File: src/rtl/id_ex_stage.sv
// ID/EX stage: decodes ALU control, registers operands and control bits,
// and drives the ALU operand ports through EX-stage forwarding muxes.
module id_ex_stage #(
    parameter int DATA_W = 32
) (
    input  logic              clk_i,
    input  logic              rst_i,
    input  logic              stall_i,
    input  logic              flush_i,
    input  logic              valid_i,
    input  logic [31:0]       inst_i,
    input  logic [DATA_W-1:0] rs1_data_i,
    input  logic [DATA_W-1:0] rs2_data_i,
    input  logic [1:0]        fwd_a_i,
    input  logic [1:0]        fwd_b_i,
    input  logic [DATA_W-1:0] ex_mem_data_i,
    input  logic [DATA_W-1:0] mem_wb_data_i,
    output logic [DATA_W-1:0] alu_data1_o,
    output logic [DATA_W-1:0] alu_data2_o,
    output logic [3:0]        alu_ctrl_o,
    output logic [DATA_W-1:0] store_data_o,
    output logic [4:0]        rs1_o,
    output logic [4:0]        rs2_o,
    output logic [4:0]        rd_o,
    output logic              reg_write_o,
    output logic              mem_read_o,
    output logic              mem_write_o,
    output logic              mem_to_reg_o,
    output logic              valid_o,
    output logic              illegal_o
);

    localparam logic [6:0] OP_R    = 7'b0110011;
    localparam logic [6:0] OP_I    = 7'b0010011;
    localparam logic [6:0] OP_LOAD = 7'b0000011;
    localparam logic [6:0] OP_STORE = 7'b0100011;

    typedef struct packed {
        logic [3:0] alu_ctrl;
        logic       reg_write;
        logic       mem_read;
        logic       mem_write;
        logic       mem_to_reg;
        logic       use_inst;
    } ctrl_t;

    logic [6:0] opcode;
    logic [2:0] funct3;
    logic [6:0] funct7;
    logic       is_r;
    logic       is_i;
    logic       is_ld;
    logic       is_st;
    logic       legal;
    ctrl_t      ctrl_d;

    assign opcode = inst_i[6:0];
    assign funct3 = inst_i[14:12];
    assign funct7 = inst_i[31:25];
    assign is_r   = (opcode == OP_R);
    assign is_i   = (opcode == OP_I);
    assign is_ld  = (opcode == OP_LOAD);
    assign is_st  = (opcode == OP_STORE);

    always_comb begin
        ctrl_d = '0;
        legal  = 1'b1;
        unique case (1'b1)
            is_r && funct7 == 7'b0000000 && funct3 == 3'b111:
                ctrl_d = '{4'b0000, 1'b1, 1'b0, 1'b0, 1'b0, 1'b0};
            is_r && funct7 == 7'b0000000 && funct3 == 3'b100:
                ctrl_d = '{4'b0001, 1'b1, 1'b0, 1'b0, 1'b0, 1'b0};
            is_r && funct7 == 7'b0000000 && funct3 == 3'b001:
                ctrl_d = '{4'b0010, 1'b1, 1'b0, 1'b0, 1'b0, 1'b0};
            is_r && funct7 == 7'b0000000 && funct3 == 3'b000:
                ctrl_d = '{4'b0011, 1'b1, 1'b0, 1'b0, 1'b0, 1'b0};
            is_r && funct7 == 7'b0100000 && funct3 == 3'b000:
                ctrl_d = '{4'b0100, 1'b1, 1'b0, 1'b0, 1'b0, 1'b0};
            is_r && funct7 == 7'b0000001 && funct3 == 3'b000:
                ctrl_d = '{4'b0101, 1'b1, 1'b0, 1'b0, 1'b0, 1'b0};
            is_i && funct3 == 3'b000:
                ctrl_d = '{4'b0110, 1'b1, 1'b0, 1'b0, 1'b0, 1'b1};
            is_i && funct3 == 3'b101 && funct7 == 7'b0100000:
                ctrl_d = '{4'b0111, 1'b1, 1'b0, 1'b0, 1'b0, 1'b1};
            is_ld && funct3 == 3'b010:
                ctrl_d = '{4'b0110, 1'b1, 1'b1, 1'b0, 1'b1, 1'b1};
            is_st && funct3 == 3'b010:
                ctrl_d = '{4'b1000, 1'b0, 1'b0, 1'b1, 1'b0, 1'b1};
            default:
                legal = 1'b0;
        endcase
    end

    ctrl_t             ctrl_q;
    logic [DATA_W-1:0] rs1_data_q;
    logic [DATA_W-1:0] rs2_data_q;
    logic [31:0]       inst_q;
    logic [4:0]        rs1_q;
    logic [4:0]        rs2_q;
    logic [4:0]        rd_q;
    logic              valid_q;
    logic              illegal_q;

    // Stall holds everything; an illegal encoding becomes a flagged bubble.
    always_ff @(posedge clk_i or posedge rst_i) begin
        if (rst_i) begin
            ctrl_q     <= '0;
            rs1_data_q <= '0;
            rs2_data_q <= '0;
            inst_q     <= '0;
            rs1_q      <= '0;
            rs2_q      <= '0;
            rd_q       <= '0;
            valid_q    <= 1'b0;
            illegal_q  <= 1'b0;
        end else if (!stall_i) begin
            if (flush_i || !valid_i || !legal) begin
                ctrl_q     <= '0;
                rs1_data_q <= '0;
                rs2_data_q <= '0;
                inst_q     <= '0;
                rs1_q      <= '0;
                rs2_q      <= '0;
                rd_q       <= '0;
                valid_q    <= 1'b0;
                illegal_q  <= !flush_i && valid_i && !legal;
            end else begin
                ctrl_q     <= ctrl_d;
                rs1_data_q <= rs1_data_i;
                rs2_data_q <= rs2_data_i;
                inst_q     <= inst_i;
                rs1_q      <= inst_i[19:15];
                rs2_q      <= inst_i[24:20];
                rd_q       <= inst_i[11:7];
                valid_q    <= 1'b1;
                illegal_q  <= 1'b0;
            end
        end
    end

    logic [DATA_W-1:0] fwd_a;
    logic [DATA_W-1:0] fwd_b;

    always_comb begin
        fwd_a = rs1_data_q;
        fwd_b = rs2_data_q;
        if (fwd_a_i == 2'b10) fwd_a = ex_mem_data_i;
        else if (fwd_a_i == 2'b01) fwd_a = mem_wb_data_i;
        if (fwd_b_i == 2'b10) fwd_b = ex_mem_data_i;
        else if (fwd_b_i == 2'b01) fwd_b = mem_wb_data_i;
    end

    assign alu_data1_o  = fwd_a;
    assign alu_data2_o  = ctrl_q.use_inst ? inst_q : fwd_b;
    assign store_data_o = fwd_b;
    assign alu_ctrl_o   = ctrl_q.alu_ctrl;
    assign rs1_o        = rs1_q;
    assign rs2_o        = rs2_q;
    assign rd_o         = rd_q;
    assign reg_write_o  = ctrl_q.reg_write;
    assign mem_read_o   = ctrl_q.mem_read;
    assign mem_write_o  = ctrl_q.mem_write;
    assign mem_to_reg_o = ctrl_q.mem_to_reg;
    assign valid_o      = valid_q;
    assign illegal_o    = illegal_q;

endmodule

File: config.mk
export PLATFORM = sky130hd
export DESIGN_NAME = id_ex_stage
export DESIGN_NICKNAME = d
export VERILOG_FILES = /design/src/rtl/id_ex_stage.sv
export SDC_FILE = /design/constraint.sdc
export NUM_CORES = 1
export LEC_CHECK = 0
export ABC_AREA = 1
export CAP_MARGIN = 25
export CORE_ASPECT_RATIO = 1.75
export CORE_MARGIN = 5
export CORE_UTILIZATION = 42
export DETAILED_ROUTE_END_ITERATION = 8
export PLACE_DENSITY = 0.93
export SLEW_MARGIN = 20
export SYNTH_ARGS = -nofsm -noshare
export SYNTH_HDL_FRONTEND = slang
export SYNTH_SLANG_ARGS = --single-unit
File: constraint.sdc
create_clock -name clk_i -period 4.2 [get_ports clk_i]
set_input_delay 0.84 -clock clk_i [delete_from_list [all_inputs] [get_ports clk_i]]
set_output_delay 0.84 -clock clk_i [all_outputs]
set_load 0.01 [all_outputs]
# Word level (Yosys, flattened, before mapping)
# Index checks and enable logic that the tools add are counted.
# totals
reg_bits,122
latchBits,0
ramBits,0
romBits,0
in_bits,169
out_inout_bits,121
mem_count,0
# classes
addsub,0
multipliers,0
n_div,0
order_cmp,0
n_eq_ne,15
shift,0
mux,16
bitwise_logic,0
n_reduce_logical,24
# ops
cell,n
two-way mux 32 bit,8
one-hot mux 9 bit (10 select lines),1
equality test 7 x 6 -> 1 bit (second input constant),3
logical AND 1 bit,16
two-way mux 5 bit,3
OR reduction 10 bit,1
equality test 3 bit (second input constant),3
two-way mux 9 bit,1
equality test 7 x 1 -> 1 bit (second input constant),1
equality test 7 x 2 -> 1 bit (second input constant),1
equality test 7 x 5 -> 1 bit (second input constant),1
zero test 7 bit,1
equality test 2 x 1 -> 1 bit (second input constant),2
equality test 2 bit (second input constant),2
equality test 3 x 1 -> 1 bit (second input constant),1
equality test 3 x 2 -> 1 bit (second input constant),1
zero test 1 bit,3
zero test 3 bit,1
two-way mux 1 bit,3
logical OR 1 bit,2

# Longest topological paths before layout
# Gate-level depths: netlist (run 1).
# logic_depth
depth_word,8
mapped_depth,12
ltp_nobuf,10

# Worst setup path after synthesis (run 1)
# Ideal clock, no wire load.
# synth_path
path_type,input to output
from,input port fwd_b_i[0]
to,output port alu_data2_o[21]
arrival_ns,2.005
setup_slack_ns,1.355
cell_stages,8
path_buffers,2
path_cell_list,inv_1 nor2_1 buf_2 buf_2 nand2_1 a31oi_1 nand2_1 nand2_1
# synth_via
elab_chain_cells,4
# synth_rtl
item,line,rtl
start: declaration,15,"input logic [1:0] fwd_b_i,"
equality test 2 x 1 -> 1 bit,150,else if (fwd_b_i == 2'b01) fwd_b = mem_wb_data_i;
two-way mux 32 bit,150,
two-way mux 32 bit *,149,if (fwd_b_i == 2'b10) fwd_b = ex_mem_data_i;
named net store_data_o[21],21,"output logic [DATA_W-1:0] store_data_o,"
two-way mux 32 bit *,154,assign alu_data2_o = ctrl_q.use_inst ? inst_q : fwd_b;
end: declaration,19,"output logic [DATA_W-1:0] alu_data2_o,"
# Mark *: on every way through the listed nets, which the timed path passes. The rest lies on a longest branch.

# Worst setup path in the final report (run 1)
# layout_path
from,input port fwd_a_i[0]
to,output port alu_data1_o[6]
# layout_via
elab_chain_cells,3
# layout_rtl
item,line,rtl
start: declaration,14,"input logic [1:0] fwd_a_i,"
equality test 2 x 1 -> 1 bit,148,else if (fwd_a_i == 2'b01) fwd_a = mem_wb_data_i;
two-way mux 32 bit,148,
two-way mux 32 bit *,147,if (fwd_a_i == 2'b10) fwd_a = ex_mem_data_i;
end: declaration,18,"output logic [DATA_W-1:0] alu_data1_o,"
# Every way passes the cells marked *; elsewhere a longest branch is shown, timed or not.

==> results of run 1 <==
[layer usage]
| metal | vias to the layer above | wire, um | global-route usage [%] |
|---|---|---|---|
| met5 | - | 0 | 0 |
| met4 | 0 | 1820 | 20.1 |
| met3 | 104 | 1770 | 4.59 |
| met2 | 394 | 12900 | 48.6 |
| met1 | 3418 | 9160 | 34.0 |
| li1 | 3397 | - | - |
[synth_stat cells]
library cell	count
nor2_1	45
inv_1	39
clkbuf_1	42
nand3_1	130
buf_4	20
nand2_1	447
o221ai_1	1
buf_2	12
inv_2	4
a31oi_1	25
dfrtp_1	105
nand4_4	1
a221oi_1	7
or2_2	1
buf_1	1
o21ai_0	13
buf_8	1
buf_6	3
nor3_1	10
o211ai_1	8
nand4_1	2
nor2_4	1
clkinv_1	2
[per-stage QoR]
step | instance area [um2] | hold slack, ns | util [%] | worst slack [ns]
after floorplan | 6170 | 0.436 | - | 0.599
after CTS | 9370 | 0.481 | 64.9 | 0.334
after global routing | 9400 | 0.500 | 65.1 | 0.153
after global placement | 9080 | 0.450 | 62.9 | 0.377
after detailed placement | 9080 | 0.460 | 62.9 | 0.346
final | 9400 | 0.482 | 65.1 | 0.305
[where the power goes]
| part | leakage (nW) | total (mW) | switching [mW] | internal (mW) |
|---|---|---|---|---|
| clock network | 0.142 | 0.842 | 0.421 | 0.421 |
| logic | 3.03 | 0.593 | 0.277 | 0.316 |
| registers | 1.47 | 1.01 | 0.000761 | 1.01 |
| total | 4.64 | 2.45 | 0.698 | 1.75 |
[worst min path at each step]
stage,from,to,slack [ns],depth (start not counted)
after CTS,inst_q[3],inst_q[3],0.48,2
after global placement,inst_q[3],inst_q[3],0.45,2
after global routing,rs2_data_q[27],rs2_data_q[27],0.50,2
after detailed placement,inst_q[3],inst_q[3],0.46,2
final,inst_q[4],inst_q[4],0.48,2
after floorplan,inst_q[2],inst_q[2],0.44,2
[cell families (layout without fill, tap and decap cells)]
family,count (synthesis),after routing,synth area share (%)
AOI/OAI and AO/OA,54,54,5.70
DFF,105,105,42.6
buffers and inverters,124,371,9.56
other,0,1,0
and+or+nand+nor,637,637,42.1
[area by class of cell]
cell class | instances | share of cell area (%)
multi-input combinational | 691 | 31.7
inverter | 45 | 1.82
timing repair buffer | 310 | 33.0
sequential | 105 | 27.9
clock buffer | 9 | 2.40
tap | 180 | 2.40
antenna | 1 | 0.0266
clock inverter | 7 | 0.719
[sequential cells by signal, summed over array words and instances (netlist names)]
register and count:
inst_q 32, rs1_data_q 32, rs2_data_q 32, alu_ctrl_o 4
ctrl_q 1, illegal_o 1, mem_read_o 1, reg_write_o 1
valid_o 1
[critical path, delay by kind of cell]
kind | cells | cell delay [ns]
AOI/OAI and AO/OA | 1 | 0.34
and+or+nand+nor | 2 | 0.15
buffers and inverters | 4 | 1.72
==> results.toml, run 1 <==
[global_route]
grt_usage_pct = 29.3
grt_pass1_wl_mm = 38.8
grt_start_max_net_pins = 81
grt_pass1_vias = 7251
antenna_found_initial = 1
grt-ovfl-total = 0

[sta]
finalCritPeriodShare_pct = 92.7
fin_crit_ns = 3.89
fin_worst_skew_ns = 0
tightest_slew_ns = 0.867
final-hold-violation-count = 0
setup_viol = 0
fmax_ghz = 0.257
rsz0062_at_grt = "no"
fin_setup_tns_ns = 0
drv_slew = 0
slew_headroom_pct = 42.2

[critical_path]
cpPeakStageDelay_ns = 0.63
startpoint_type = "primary input"
cp-endpoint = "alu_data1_o[6]"
end_kind = "primary output"
cp_max_fo = 11
crit_type = "primary input to primary output"
r2r_cells = 3
cpMostUsedCell = "clkdlybuf4s50_1"
r2r-start = "ctrl_q[0]"
cp_cell_sequence = "clkdlybuf4s50_1, nand2_1, inv_1, buf_4, nor3_1, a221oi_1, clkdlybuf4s50_1"
crit_start = "fwd_a_i[0]"
reg2reg_setup_slack_ns = 2.77
worstPathRequired_ns = 3.36
rr_endpoint = "ctrl_q[0]"
worstPathArrival_ns = 3.05
cpMaxStageDelayCell = "clkdlybuf4s50_1"

[final_layout]
layout_common_cells = "nand2_1, clkdlybuf4s50_1, nand3_1, dfrtp_1, nor2_1"
seq_area_um2 = 2630
fin_nets = 1331
layout-drive-gt1-share_pct = 4.37
fill_cells = 1268
syn2layout_area_growth_pct = 52.5
multiInputGateArea_um2 = 2980
finalNonFillerCells = 1348
layout_commonest_cell = "nand2_1"

[floorplan]
start_util_pct = 42.7
die_h_um = 170
dieArea_um2 = 17300
fp-row-count = 58
die_w_um = 102
core_area_um2 = 14400
boundaryPins = 290

[synthesis]
ys_seq_area_share_pct = 42.6
ys_seq_elements = 105
avgSynthCellArea_um2 = 6.70
yosys.area.top_type = "dfrtp_1"
ys_warn_count = 0
syn_nets = 1089
synth_cells = 920
ys_top_cells_by_area = "dfrtp_1, nand2_1, nand3_1"
synth_cell_types = 23
yosys.area.top_type_share_pct = 42.6
synth_area_um2 = 6170

[clock_network]
clk_pin_slew_worst_paths_ns = 0.07
cts_setup_buffers = 0
holdBufCountCts = 0
root_buffer = "clkbuf_16"
postCtsResizedCells = 0
cts_buffers = 9
clock_sinks = 105
cts_tree = "yes"
ctsHtreeMaxLevel = 3
cts.path.max_buffers = 2
clk_latency_ns = 0.34

[routing]
drt_first_pass_iters = 5
drtIter0Drc = 483
vias = 7313
wl_mm = 25.7
vias_per_cell = 5.43
wire_per_inst_um = 19.1
ant_nets = 0
drc = 0

[placement]
io_buffers = 289
gp_congestion = 0.964
dp_hpwl_mm = 19.2
dp_cells = 1330

[power_and_ir_drop]
leakagePower_nw = 4.64
total_power_mw = 2.45
irDropWorstVdd_uv = 240
power_density_nw_per_um2 = 260

[flow_run]
cap_violations = 0

[min_path]
hold_path.class = "register to register"

[outcome]
outcome = "completed"
No activity file was read; power rests on OpenSTA's default activity.
==> inputs of run 2 (changes only) <==
Settings changed: CORE_MARGIN 5 to 2, SETUP_SLACK_MARGIN set to 0.1.
==> run 2 against run 1 <==
Against the previous run:
- wire length shrank 5.1%
- global-route usage rose by 1.5 points
- sequential power hardly changed
- clock skew unchanged
- sequential share of layout area up 0.090 points
- maximum frequency is 1.3% lower
- core utilization rose by 0.12 points
- design area down 0.32%
- largest cell class unchanged
- highest routed layer unchanged
==> results.toml, run 2 (synthesized netlist as in run 1, its figures left out) <==
[critical_path]
end_kind = "primary output"
worstPathRequired_ns = 3.36
startpoint_type = "primary input"
worstPathArrival_ns = 3.10
crit_type = "primary input to primary output"
cp_max_fo = 44

[sta]
fin_crit_ns = 3.94
slew_headroom_pct = 49.2
holdWs_ns = 0.471
fin_setup_tns_ns = 0
rsz0062_at_grt = "no"
finalCritPeriodShare_pct = 93.9
setup_viol = 0
final-hold-violation-count = 0
tightest_slew_ns = 0.760
fmax_ghz = 0.253
fin_worst_skew_ns = 0
drv_slew = 0
setup_slack_ns = 0.255

[placement]
dp_cells = 1326
dp_hpwl_mm = 18.0
placed_area_um2 = 9070
gp_congestion = 0.929
preCtsSetupSlack_ns = 0.292
io_buffers = 289

[global_route]
grt_pass1_wl_mm = 36.8
antenna_found_initial = 1
grt_pass1_vias = 6971
grt_usage_pct = 30.8
grt-ovfl-total = 0
grt_start_max_net_pins = 65

[floorplan]
boundaryPins = 290
dieArea_um2 = 15700
core_area_um2 = 14400
die_h_um = 164
fp-row-count = 58
die_w_um = 95.6
start_util_pct = 42.9

[routing]
vias_per_cell = 5.41
drc = 0
wire_per_inst_um = 18.1
vias = 7263
drtIter0Drc = 476
ant_nets = 0
drt_first_pass_iters = 5
wl_mm = 24.4

[final_layout]
fin_nets = 1326
finalInstanceArea_um2 = 9370
finalNonFillerCells = 1343
largestRegisters = "inst_q x32, rs1_data_q x32, rs2_data_q x32"
layout_common_cells = "nand2_1, clkdlybuf4s50_1, nand3_1, dfrtp_1, nor2_1"
layout-drive-gt1-share_pct = 3.96
syn2layout_area_growth_pct = 52.0
layout_commonest_cell = "nand2_1"
fill_cells = 1224

[clock_network]
cts_tree = "yes"
cts_buffers = 9
clk_latency_ns = 0.34
holdBufCountCts = 0
cts_setup_buffers = 0
clock_sinks = 105
root_buffer = "clkbuf_16"
cts.path.max_buffers = 2
postCtsResizedCells = 0
clk_pin_slew_worst_paths_ns = 0.07
ctsHtreeMaxLevel = 3

[min_path]
hold_path.class = "register to register"

[flow_run]
cap_violations = 0

[power_and_ir_drop]
leakagePower_nw = 4.63
irDropWorstVdd_uv = 184
power_density_nw_per_um2 = 261

[outcome]
outcome = "completed"
run 2: metal layers:
| metal | global-route usage (%) | up-vias | part of all wire [%] | wire [um] |
|---|---|---|---|---|
| met2 | 51.5 | 357 | 51 | 12400 |
| met1 | 36.4 | 3411 | 36 | 8870 |
| li1 | - | 3403 | - | - |
| met4 | 18.3 | 0 | 6.2 | 1520 |
| met3 | 5.05 | 92 | 6.4 | 1560 |
| met5 | 0 | - | 0 | 0 |
run 2: final timing paths:
kind | from | to | slack [ns] | depth (start not counted)
min in group asynchronous | rst_i | rs2_data_q[30] | 0.91 | 2
setup reg to reg | ctrl_q[0] | ctrl_q[0] | 2.62 | 3
hold reg to reg | inst_q[2] | inst_q[2] | 0.47 | 2
setup / recovery | fwd_b_i[0] | alu_data2_o[21] | 0.26 | 9
max in group asynchronous | rst_i | inst_q[5] | 2.52 | 3
hold / removal | inst_q[2] | inst_q[2] | 0.47 | 2
run 2: area by class of cell:
class	instances	area, um2	area share (%)
antenna	1	2.50	0.0267
clock buffer	9	225	2.40
clock inverter	7	77.6	0.828
inverter	45	171	1.83
multi-input combinational	691	2980	31.8
sequential	105	2630	28.0
tap	180	225	2.40
timing repair buffer	305	3060	32.7
run 2: critical path, cell delays in order:
cell,delay [ns]
clkdlybuf4s50_1,0.45
inv_1,0.07
nand2_2,0.36
buf_12,0.29
nor2_1,0.07
a31oi_1,0.19
nand2_1,0.16
nand2_1,0.09
clkdlybuf4s50_1,0.55
run 2: stage by stage:
step / total power [mW] / util [%]
floorplan: 1.23 / -
global placement: 1.60 / 63.1
detailed placement: 1.61 / 63.1
CTS: 2.46 / 65.2
global route: 2.55 / 65.2
finish: 2.45 / 65.2
run 2: power breakdown:
group / total [mW] / internal (mW) / switching (mW)
clock: 0.858 / 0.470 / 0.388
combinational: 0.579 / 0.310 / 0.269
sequential: 1.01 / 1.01 / 0.000820
total: 2.45 / 1.79 / 0.658
==> inputs of run 3 (changes only) <==
Settings changed: CORE_UTILIZATION 42 to 40, PLACE_DENSITY 0.93 to 0.89, REMOVE_ABC_BUFFERS set to 1.
==> run 3 against run 2 <==
Against the previous run:
- sequential share of layout area shrank 0.19 points
- critical path depth is the same
- worst setup slack gained 0.12 ns
- highest routed layer unchanged
- sequential cell count is the same
- clock skew is the same
- maximum frequency grew 3.1%
- clock power grew 2%
- final cell count grew 0.82%
- count of clock-buffer cells in the layout is the same
- core utilization shrank 3.3 points
==> results.toml, run 3 (synthesized netlist as in run 1, its figures left out) <==
[critical_path]
cp_cell_sequence = "clkdlybuf4s50_1, inv_1, nand2_1, inv_1, nor2_2, buf_4, nand2_1, nand3_1, clkdlybuf4s50_1"
worstPathArrival_ns = 2.99
end_kind = "primary output"
cp_max_fo = 18
startpoint_type = "primary input"
crit_type = "primary input to primary output"
cpMaxStageDelayCell = "clkdlybuf4s50_1"
cpPeakStageDelay_ns = 0.54
worstPathRequired_ns = 3.36

[flow_run]
cap_violations = 0

[sta]
fin_worst_skew_ns = 0
fin_crit_ns = 3.83
slew_headroom_pct = 42.2
setup_viol = 0
drv_slew = 0
rsz0062_at_grt = "no"
final-hold-violation-count = 0
finalCritPeriodShare_pct = 91.1
tightest_slew_ns = 0.862
fin_setup_tns_ns = 0
fmax_ghz = 0.261

[clock_network]
cts.path.max_buffers = 2
ctsHtreeMaxLevel = 3
holdBufCountCts = 0
cts_setup_buffers = 0
cts_buffers = 9
cts_tree = "yes"
postCtsResizedCells = 0
root_buffer = "clkbuf_16"
clock_sinks = 105
clk_latency_ns = 0.34
clk_pin_slew_worst_paths_ns = 0.07

[final_layout]
layout_common_cells = "nand2_1, clkdlybuf4s50_1, nand3_1, dfrtp_1, nor2_1"
fin_nets = 1332
syn2layout_area_growth_pct = 53.0
finalInstanceArea_um2 = 9440
layout_commonest_cell = "nand2_1"
largestRegisters = "inst_q x32, rs1_data_q x32, rs2_data_q x32"
layout-drive-gt1-share_pct = 4.45
antennaDiodeCount = 0
fill_cells = 1356

[routing]
drc = 0
ant_nets = 0
wl_mm = 23.4
wire_per_inst_um = 17.3
drtIter0Drc = 398
vias = 7218
drt_first_pass_iters = 5
vias_per_cell = 5.33

[placement]
gp_congestion = 0.981
placed_area_um2 = 9110
io_buffers = 289
dp_hpwl_mm = 17.3

[floorplan]
die_w_um = 97.9
core_area_um2 = 15200
start_util_pct = 40.5
boundaryPins = 290
dieArea_um2 = 16500
die_h_um = 168
fp-row-count = 60

[global_route]
grt_start_max_net_pins = 103
grt-ovfl-total = 0
grt_pass1_wl_mm = 37.3
antenna_found_initial = 0
grt_usage_pct = 28.4
grt_pass1_vias = 7453

[power_and_ir_drop]
irDropWorstVdd_uv = 188
power_density_nw_per_um2 = 261
leakagePower_nw = 4.66

[outcome]
outcome = "completed"

[min_path]
hold_path.class = "register to register"
## run 3: cell count changes in the layout (fill, tap and decap cells not counted)
cell / previous run / this run
buf_16: 0 / 1
inv_6: 2 / 3
nor2_4: 5 / 4
nor2_2: 0 / 1
buf_4: 13 / 18
diode_2: 1 / 0
inv_8: 1 / 0
## run 3: layer usage
layer	vias up	global-route usage, %	wire [um]
met3	107	4.52	1350
met5	-	0	0
met4	0	17.8	1490
met2	334	49.4	11900
met1	3378	32.1	8650
li1	3399	-	-
## run 3: path summary, 6_finish.rpt
kind	start	end	slack, ns	cells after the start
hold / removal	inst_q[2]	inst_q[2]	0.48	2
max in group asynchronous	rst_i	rs1_data_q[23]	2.45	3
setup / recovery	fwd_a_i[1]	alu_data1_o[27]	0.37	9
hold reg to reg	inst_q[2]	inst_q[2]	0.48	2
setup reg to reg	ctrl_q[0]	ctrl_q[0]	2.57	2
min in group asynchronous	rst_i	inst_q[7]	0.94	2
## run 3: critical path: cells and delay by family
family                 cells  cell delay [ns]
buffers and inverters      5             1.61
and+or+nand+nor            4             0.52
## run 3: cell type report
class	instances	area [um2]	share of cell area [%]
multi-input cells	691	2980	31.6
well taps	186	233	2.47
repair buffers	311	3130	33.1
flip-flops and latches	105	2630	27.8
inverters	45	171	1.82
clock buffers	9	225	2.39
clock inverters	7	75.1	0.796
## run 3: stage by stage
stage	power, mW	utilization [%]	worst slack, ns	instances	hold WS, ns
2_1_floorplan	1.21	-	-0.608	841	0.435
3_3_place_gp	1.60	59.8	0.429	1337	0.452
3_5_place_dp	1.61	59.8	0.394	1337	0.456
4_1_cts	2.48	61.7	0.390	1353	0.476
5_1_grt	2.56	61.9	0.270	1354	0.497
6_report	2.46	61.9	0.374	1354	0.477
## run 3: power breakdown
group	switching (mW)	internal, mW
sequential	0.000776	1.01
clock	0.402	0.469
combinational	0.266	0.316
==> RTL edit (settings of run 1) <==
Make the reset (`rst_i`) synchronous in one clocked block.
--- a/src/rtl/id_ex_stage.sv
+++ b/src/rtl/id_ex_stage.sv
@@ -104,3 +104,3 @@
     // Stall holds everything; an illegal encoding becomes a flagged bubble.
-    always_ff @(posedge clk_i or posedge rst_i) begin
+    always_ff @(posedge clk_i) begin
         if (rst_i) begin
Behaviour: differs if rst_i is asserted again (counterexample within 4 cycles, from zero or initial values and one cycle with rst_i high); with rst_i held inactive, the same outputs for 4 cycles.
==> RTL edit against run 1 <==
  * Worst setup slack gained 0.13 ns
  * Count of clock-buffer cells in the layout unchanged
  * Total power shrank 1.8%
  * Clock power up 1%
  * Wire length is 1.5% lower
  * Synthesized cell count down 2.2%
  * Cell count decreased by 2.6%
  * Sequential cell count is the same
  * Hold slack worse by 0.040 ns
  * Critical path depth increased by 2
  * Area after synthesis fell by 4.1%
  * Design area shrank 3.2%
  * Largest power group unchanged
  * Highest routed layer unchanged
==> RTL edit: results (changes against run 1) <==
- Outcome: completed (unchanged)
- First-pass GRT wire length: 39,030 um (was 38,750 um)
- Vias in the first global route: 6,953 (was 7,251)
- Routed vias: 7,342 (was 7,313)
- Final Power: 2402 uW (was 2447 uW)
- Placer Congestion: 0.9993 (was 0.9640)
- Met3 wire len: 1934 um (was 1769 um)
- Hold Slack: 0.4426 ns (was 0.4823 ns)
- DP Area: 0.008798 sq mm (was 0.009080 sq mm)
- Final-stage net count: 1,297 (was 1,331)
- Global Route Usage Sum: 29.61% (was 29.28%)
- Crit path to: alu_data2_o[15] (was alu_data1_o[6])
- Met2 WL: 12,570 um (was 12,940 um)
- CP Data Arrival Time: 2.92 ns (was 3.05 ns)
- M1 GR Usage: 36.87% (was 34.05%)
- Sequential share of the synthesized area: 35.55% (was 42.60%)
- Worst r2r src: ctrl_q[0] (unchanged)
- Largest net degree at the start of global routing: 88 (was 81)
- Synthesized net count: 1,069 (was 1,089)
- Synth top cells by count: nand2_1, nand3_1, dfxtp_1 (was nand2_1, nand3_1, dfrtp_1)
- Sw Share: 28.82% (was 28.54%)
- Post-synth ARST share: 0% (was 100.0%)
- Antenna violations before repair: 3 (was 1)
- Max FO, Critical Path: 13 (was 11)
- Clock-net power: 851 uW (was 842 uW)
- R2r setup slk: 3.20 ns (was 2.77 ns)
- Worst-Skew Late Latency: 0.34 ns (about the same)
- Maximum VDD drop: 0.1736 mV (was 0.2398 mV)
- Critical Path Start: fwd_b_i[1] (was fwd_a_i[0])
- Post-DP HPWL: 19,390 um (was 19,220 um)
- Setup WS pre-CTS: 0.4615 ns (was 0.3462 ns)
- Synth Area in Compound Gates: 17.31% (was 5.701%)
- Met1 WL: 9570 um (was 9161 um)
- Hold Crit Start: inst_q[3] (was inst_q[4])
- Worst reg2reg path endpoint: ctrl_q[0] (unchanged)
- Rows: 57 (was 58)
- Worst-Margin Slew: 0.9527 ns (was 0.8670 ns)
- Met3 GRT Util: 4.688% (was 4.594%)
- Hold EP: inst_q[3] (was inst_q[4])
[RTL edit: worst max-delay path, cell delays in order]
cell	delay (ns)
clkdlybuf4s50_1	0.46
inv_1	0.07
nand2_2	0.22
buf_4	0.25
nand3_1	0.10
o211ai_1	0.15
nand2_1	0.17
nand2_1	0.09
clkdlybuf4s50_1	0.55
[RTL edit: kinds of logic (layout without fill, tap and decap cells)]
| logic type | Yosys count | count (layout) |
|---|---|---|
| other | 0 | 3 |
| AO/OA/AOI/OAI | 171 | 171 |
| buffers and inverters | 150 | 383 |
| flip-flops | 105 | 105 |
| AND/OR/NAND/NOR | 474 | 474 |
[RTL edit: final cells by class]
type / count / area [sq um]
clock inverters: 7 / 67.56
multi-input cells: 645 / 3141
well taps: 177 / 221.5
inverters: 57 / 214.0
fillers: 1257 / 4737
flip-flops and latches: 105 / 2102
diodes: 3 / 7.507
clock buffers: 9 / 225.2
repair buffers: 310 / 3120
